==> src/rtl/wave_seq_ctrl.sv <==
// Segment sequencer for wave_gen. Plays a programmable segment table and ramps
// gain one LSB per clock into and out of every segment.
`timescale 1ns/1ps
module wave_seq_ctrl #(
   parameter  int DEPTH   = 1024,
   parameter  int NUM_SEG = 8,
   parameter  int DWELL_W = 16,
   localparam int PW      = $clog2(DEPTH),
   localparam int AW      = $clog2(NUM_SEG)
) (
   input  logic                 i_clk,
   input  logic                 i_rst_n,
   input  logic                 i_cfg_we,
   input  logic [AW-1:0]        i_cfg_addr,
   input  logic [2:0]           i_cfg_wave,
   input  logic [PW-1:0]        i_cfg_step,
   input  logic [2:0]           i_cfg_duty,
   input  logic signed [3:0]    i_cfg_gain,
   input  logic [DWELL_W-1:0]   i_cfg_dwell,
   input  logic [AW:0]          i_num_seg,
   input  logic                 i_loop,
   input  logic                 i_start,
   input  logic                 i_stop,
   output logic [2:0]           o_sel_wave,
   output logic [PW-1:0]        o_wave_phase_step,
   output logic [2:0]           o_sel_duty_cycle,
   output logic signed [3:0]    o_gain,
   output logic                 o_busy,
   output logic [AW-1:0]        o_seg_idx,
   output logic                 o_seg_done,
   output logic                 o_done
);

   typedef enum logic [2:0] {
      ST_IDLE,
      ST_LOAD,
      ST_FADE_IN,
      ST_HOLD,
      ST_FADE_OUT
   } state_e;

   typedef struct packed {
      logic [2:0]         wave;
      logic [PW-1:0]      step;
      logic [2:0]         duty;
      logic signed [3:0]  gain;
      logic [DWELL_W-1:0] dwell;
   } seg_t;

   localparam logic [2:0]  WAVE_ZERO   = 3'd5;
   localparam logic [AW:0] NUM_SEG_MAX = (AW+1)'(NUM_SEG);

   seg_t                tbl_q [NUM_SEG];

   state_e              state_q, state_d;
   logic [AW-1:0]       idx_q, idx_d;
   logic [AW:0]         num_seg_q, num_seg_d;
   logic                loop_q, loop_d;
   logic                stop_q, stop_d;
   logic signed [3:0]   target_q, target_d;
   logic [DWELL_W-1:0]  cnt_q, cnt_d;
   logic signed [3:0]   gain_q, gain_d;
   logic [2:0]          wave_q, wave_d;
   logic [PW-1:0]       step_q, step_d;
   logic [2:0]          duty_q, duty_d;
   logic                seg_done_q, seg_done_d;
   logic                done_q, done_d;
   logic                busy_q, busy_d;

   logic                start_ok;
   logic                last_seg;
   logic                stop_any;
   logic signed [3:0]   fade_in_gain;
   logic signed [3:0]   fade_out_gain;
   seg_t                cur_entry;

   // Single-LSB move toward a target; never passes it, so gain stays in range.
   function automatic logic signed [3:0] step_toward(input logic signed [3:0] cur,
                                                     input logic signed [3:0] tgt);
      logic signed [3:0] res;
      res = cur;
      if (cur < tgt) begin
         res = cur + 4'sd1;
      end else if (cur > tgt) begin
         res = cur - 4'sd1;
      end
      return res;
   endfunction

   assign start_ok      = (i_num_seg != '0) && (i_num_seg <= NUM_SEG_MAX);
   assign last_seg      = ({1'b0, idx_q} == (num_seg_q - (AW+1)'(1)));
   assign stop_any      = stop_q | i_stop;
   assign fade_in_gain  = step_toward(gain_q, target_q);
   assign fade_out_gain = step_toward(gain_q, 4'sd0);
   assign cur_entry     = tbl_q[idx_q];

   always_ff @(posedge i_clk or negedge i_rst_n) begin
      if (!i_rst_n) begin
         for (int i = 0; i < NUM_SEG; i++) begin
            tbl_q[i] <= '0;
         end
      end else if (i_cfg_we) begin
         tbl_q[i_cfg_addr] <= '{wave:  i_cfg_wave,
                                step:  i_cfg_step,
                                duty:  i_cfg_duty,
                                gain:  i_cfg_gain,
                                dwell: i_cfg_dwell};
      end
   end

   always_comb begin
      state_d    = state_q;
      idx_d      = idx_q;
      num_seg_d  = num_seg_q;
      loop_d     = loop_q;
      stop_d     = stop_q;
      target_d   = target_q;
      cnt_d      = cnt_q;
      gain_d     = gain_q;
      wave_d     = wave_q;
      step_d     = step_q;
      duty_d     = duty_q;
      seg_done_d = 1'b0;
      done_d     = 1'b0;

      unique case (state_q)
         ST_IDLE: begin
            if (i_start && start_ok) begin
               state_d   = ST_LOAD;
               idx_d     = '0;
               num_seg_d = i_num_seg;
               loop_d    = i_loop;
               stop_d    = 1'b0;
            end
         end

         ST_LOAD: begin
            wave_d   = cur_entry.wave;
            step_d   = cur_entry.step;
            duty_d   = cur_entry.duty;
            target_d = cur_entry.gain;
            cnt_d    = cur_entry.dwell;
            if (i_stop) begin
               stop_d  = 1'b1;
               state_d = ST_FADE_OUT;
            end else if (cur_entry.gain == 4'sd0) begin
               state_d = ST_HOLD;
            end else begin
               state_d = ST_FADE_IN;
            end
         end

         ST_FADE_IN: begin
            if (i_stop) begin
               stop_d  = 1'b1;
               state_d = ST_FADE_OUT;
            end else begin
               gain_d = fade_in_gain;
               if (fade_in_gain == target_q) begin
                  state_d = ST_HOLD;
               end
            end
         end

         ST_HOLD: begin
            if (i_stop) begin
               stop_d  = 1'b1;
               state_d = ST_FADE_OUT;
            end else if (cnt_q == '0) begin
               state_d = ST_FADE_OUT;
            end else begin
               cnt_d = cnt_q - DWELL_W'(1);
            end
         end

         ST_FADE_OUT: begin
            stop_d = stop_any;
            gain_d = fade_out_gain;
            // Segment boundary: the only place the sequence advances or ends.
            if (fade_out_gain == 4'sd0) begin
               if (stop_any || (last_seg && !loop_q)) begin
                  seg_done_d = !stop_any;
                  done_d     = 1'b1;
                  state_d    = ST_IDLE;
                  idx_d      = '0;
                  stop_d     = 1'b0;
                  wave_d     = WAVE_ZERO;
                  step_d     = '0;
                  duty_d     = '0;
               end else begin
                  seg_done_d = 1'b1;
                  state_d    = ST_LOAD;
                  idx_d      = last_seg ? '0 : idx_q + AW'(1);
               end
            end
         end

         default: begin
            state_d = ST_IDLE;
         end
      endcase

      busy_d = (state_d != ST_IDLE);
   end

   always_ff @(posedge i_clk or negedge i_rst_n) begin
      if (!i_rst_n) begin
         state_q    <= ST_IDLE;
         idx_q      <= '0;
         num_seg_q  <= '0;
         loop_q     <= 1'b0;
         stop_q     <= 1'b0;
         target_q   <= '0;
         cnt_q      <= '0;
         gain_q     <= '0;
         wave_q     <= WAVE_ZERO;
         step_q     <= '0;
         duty_q     <= '0;
         seg_done_q <= 1'b0;
         done_q     <= 1'b0;
         busy_q     <= 1'b0;
      end else begin
         state_q    <= state_d;
         idx_q      <= idx_d;
         num_seg_q  <= num_seg_d;
         loop_q     <= loop_d;
         stop_q     <= stop_d;
         target_q   <= target_d;
         cnt_q      <= cnt_d;
         gain_q     <= gain_d;
         wave_q     <= wave_d;
         step_q     <= step_d;
         duty_q     <= duty_d;
         seg_done_q <= seg_done_d;
         done_q     <= done_d;
         busy_q     <= busy_d;
      end
   end

   assign o_sel_wave        = wave_q;
   assign o_wave_phase_step = step_q;
   assign o_sel_duty_cycle  = duty_q;
   assign o_gain            = gain_q;
   assign o_busy            = busy_q;
   assign o_seg_idx         = idx_q;
   assign o_seg_done        = seg_done_q;
   assign o_done            = done_q;

endmodule

==> config.mk <==
export PLATFORM = sky130hd
export DESIGN_NAME = wave_seq_ctrl
export DESIGN_NICKNAME = d
export VERILOG_FILES = /design/src/rtl/wave_seq_ctrl.sv
export SDC_FILE = /design/constraint.sdc
export NUM_CORES = 1
export LEC_CHECK = 0
export ABC_AREA = 1
export CELL_PAD_IN_SITES_DETAIL_PLACEMENT = 1
export CELL_PAD_IN_SITES_GLOBAL_PLACEMENT = 2
export CORE_ASPECT_RATIO = 1.4
export CORE_MARGIN = 2
export CORE_UTILIZATION = 40
export CTS_BUF_LIST = sky130_fd_sc_hd__clkbuf_8 sky130_fd_sc_hd__clkbuf_16
export DETAILED_ROUTE_END_ITERATION = 10
export PLACE_DENSITY = 0.89
export SLEW_MARGIN = 20
export SYNTH_ARGS = -nofsm -noshare
export SYNTH_HDL_FRONTEND = slang
export SYNTH_SLANG_ARGS = --single-unit
export TNS_END_PERCENT = 100
==> constraint.sdc <==
create_clock -name i_clk -period 4.69 [get_ports i_clk]
set_input_delay 0.938 -clock i_clk [delete_from_list [all_inputs] [get_ports i_clk]]
set_output_delay 0.938 -clock i_clk [all_outputs]
set_load 0.01 [all_outputs]
==> qor.csv <==
metric,value,unit
GR Util All Layers,0.243,
Pwr Density,553,mW/mm^2
Netlist cell types,34,
count of state elements after synthesis,343,
Synth Net Count,1972,
htree depth,2,
skew final,12.1,ps
max_slew headroom,0.344,
initial antenna violation count,1,
vias per cell,5.47,
Worst EP required,3750,ps
Post-Syn Area per Cell,8.27,sq um
Post-CTS Resized,0,
Worst-Margin Slew,984,ps
hold violation count in the final report,0,
Final period util,0.641,
DR vias,13600,
"Max FO, Critical Path",40,
final wirelength,48500,microns
Worst setup EP type,primary output,
kind of critical path,reg2out,
HPWL Detailed,28700,microns
worst skew pair latency,540,ps
status,completed,
"Slew Viols, Final",0,
n_diodes,0,
HP Class,in2async,
Leak,8.52,nW
Die X,172,microns
routed len/inst,19.5,microns
iteration-0 DRC count of the detailed router,720,
Synth Instances,1914,
TNS Setup,0,ps
Post-CTS Setup Inserts,0,
fin nets,1990,
vias in the first global route,14400,
num rows,86,
Final GP Congestion,0.808,
Setup crit start kind,flip-flop,
unrepaired setup endpoints after global routing,no,
root buffer cell,clkbuf_16,
Syn-to-layout area delta,15.5,%
Fmax,332,MHz
Initial Utilization,0.404,
pin count of the biggest net entering global routing,118,
min Tclk post-route,3010,ps
Initial DRT Pass Iterations,4,
crit path DAT,2070,ps
CTS tree,yes,
filler cell count,4655,
TritonCTS buffer count,38,
total gr overflow,0,
Core Box Area,0.0392,sq mm
VDD IR max,0.326,mV
global-route wire length before repair,78300,microns
WHS,477,ps
Setup-failing EPs final,0,
CTS sink count,343,
I/O pin cnt,75,
hold buffers post-CTS,0,
Max Cap Viol,0,
Remaining DRCs,0,
cell area after synthesis,0.0158,sq mm
Die Footprint,0.0412,sq mm
layout cell share with drive strength beyond 1,0.0643,
post-synthesis sequential area ratio,0.542,
"Warnings, synthesis",0,
PortBufs,74,
Die H,239,microns
Clock Path Buffers,3,
DRT antenna net count,0,
clock slew seen by the registers of the worst setup and hold paths,60,ps
==> path summary, 6_finish.rpt <==
kind,start,endpoint,slack (ps),cells past startpoint
worst max-delay path,o_seg_idx[1],o_seg_idx[1],1680,2
worst min-delay path,i_rst_n,tbl_q[188],480,1
worst max register to register,o_seg_idx[2],o_wave_phase_step[9],1760,11
worst min register to register,tbl_q[226],tbl_q[226],480,2
max in group asynchronous,i_rst_n,o_sel_wave[0],3160,2
min in group i_clk,tbl_q[226],tbl_q[226],480,2
==> placed cells by master (no fill, tap or decap), types with 32 or more instances in the layout <==
cell,count
o21ai_0,442
nand2_1,439
dfrtp_1,338
nor2_1,185
inv_1,117
clkdlybuf4s50_1,73
nand3_1,60
clkbuf_16,41
a21oi_1,35
o22ai_1,32
==> cells in the mapped netlist (all sizes together) <==
| cell type | instances | area share |
|---|---|---|
| o21ai | 463 | 0.15 |
| nand2 | 446 | 0.11 |
| dfrtp | 341 | 0.54 |
| nor2 | 192 | 0.046 |
| inv | 120 | 0.028 |
| clkbuf | 84 | 0.020 |
| nand3 | 63 | 0.021 |
| a21oi | 39 | 0.013 |
| buf | 37 | 0.013 |
| o22ai | 32 | 0.013 |
| o221ai | 31 | 0.017 |
| nand4 | 12 | 0.0051 |
| o211ai | 12 | 0.0057 |
| ha | 9 | 0.0071 |
| xor2 | 9 | 0.0050 |
| xnor2 | 6 | 0.0033 |
| nor3 | 5 | 0.0026 |
| a31oi | 4 | 0.0016 |
| nand3b | 3 | 0.0014 |
| o31ai | 3 | 0.0014 |
| dfstp | 2 | 0.0033 |
| o21bai | 1 | 0.00047 |
==> final cells by class <==
| cell class | count | area, sq um | area share |
|---|---|---|---|
| inverters | 120 | 454 | 0.0248 |
| repair buffers | 99 | 983 | 0.0538 |
| clock inverters | 17 | 136 | 0.00745 |
| well taps | 528 | 661 | 0.0361 |
| multi-input cells | 1330 | 6300 | 0.345 |
| clock buffers | 51 | 1160 | 0.0636 |
| flip-flops and latches | 343 | 8590 | 0.470 |
==> registers in the layout (all words and copies together), names as in the netlist, 3 cells and up <==
name and cells:
tbl_q 288, o_sel_duty_cycle 3, cnt_q 16, o_seg_idx 3
state_q 3, o_gain 4, num_seg_q 4, target_q 4
o_wave_phase_step 10, o_sel_wave 3
==> through the flow <==
step / area, sq um / power (mW) / worst slack [ps] / cells / utilization
global route: 18300 / 10.8 / 1520 / 2488 / 0.467
detailed placement: 17000 / 7.07 / 1640 / 2420 / 0.434
finish: 18300 / 10.1 / 1680 / 2488 / 0.467
CTS: 18300 / 10.2 / 1670 / 2488 / 0.467
global placement: 17000 / 6.96 / 1690 / 2420 / 0.434
floorplan: 15800 / 6.04 / 2820 / 1914 / -
==> routing by layer <==
metal / vias up / routed length (microns) / global-route usage
li1: 6414 / - / -
met1: 6895 / 20600 / 0.296
met2: 193 / 25000 / 0.438
met3: 96 / 1270 / 0.0301
met4: 2 / 1710 / 0.0894
met5: - / 13 / 0
==> worst max-delay path: stages (launching register included) <==
cell	delay, ps
dfrtp_2	380
buf_4	490
clkdlybuf4s50_1	660
==> cell families (layout without fill, tap and decap cells) <==
group,Yosys count,in the layout,synth area share
AND/OR/NAND/NOR,721,721,0.182
AO/OA/AOI/OAI,585,585,0.199
flip-flops,343,343,0.542
buffers and inverters,241,287,0.0618
XOR/XNOR,15,15,0.00830
adder cells (fa/ha/maj),9,9,0.00711
==> report_power, final <==
part	internal, mW	switching, mW
clock	1.85	1.24
combinational	1.07	1.92
sequential	3.63	0.418
total	6.54	3.58
Note: power is estimated with default switching activity, not from simulation.
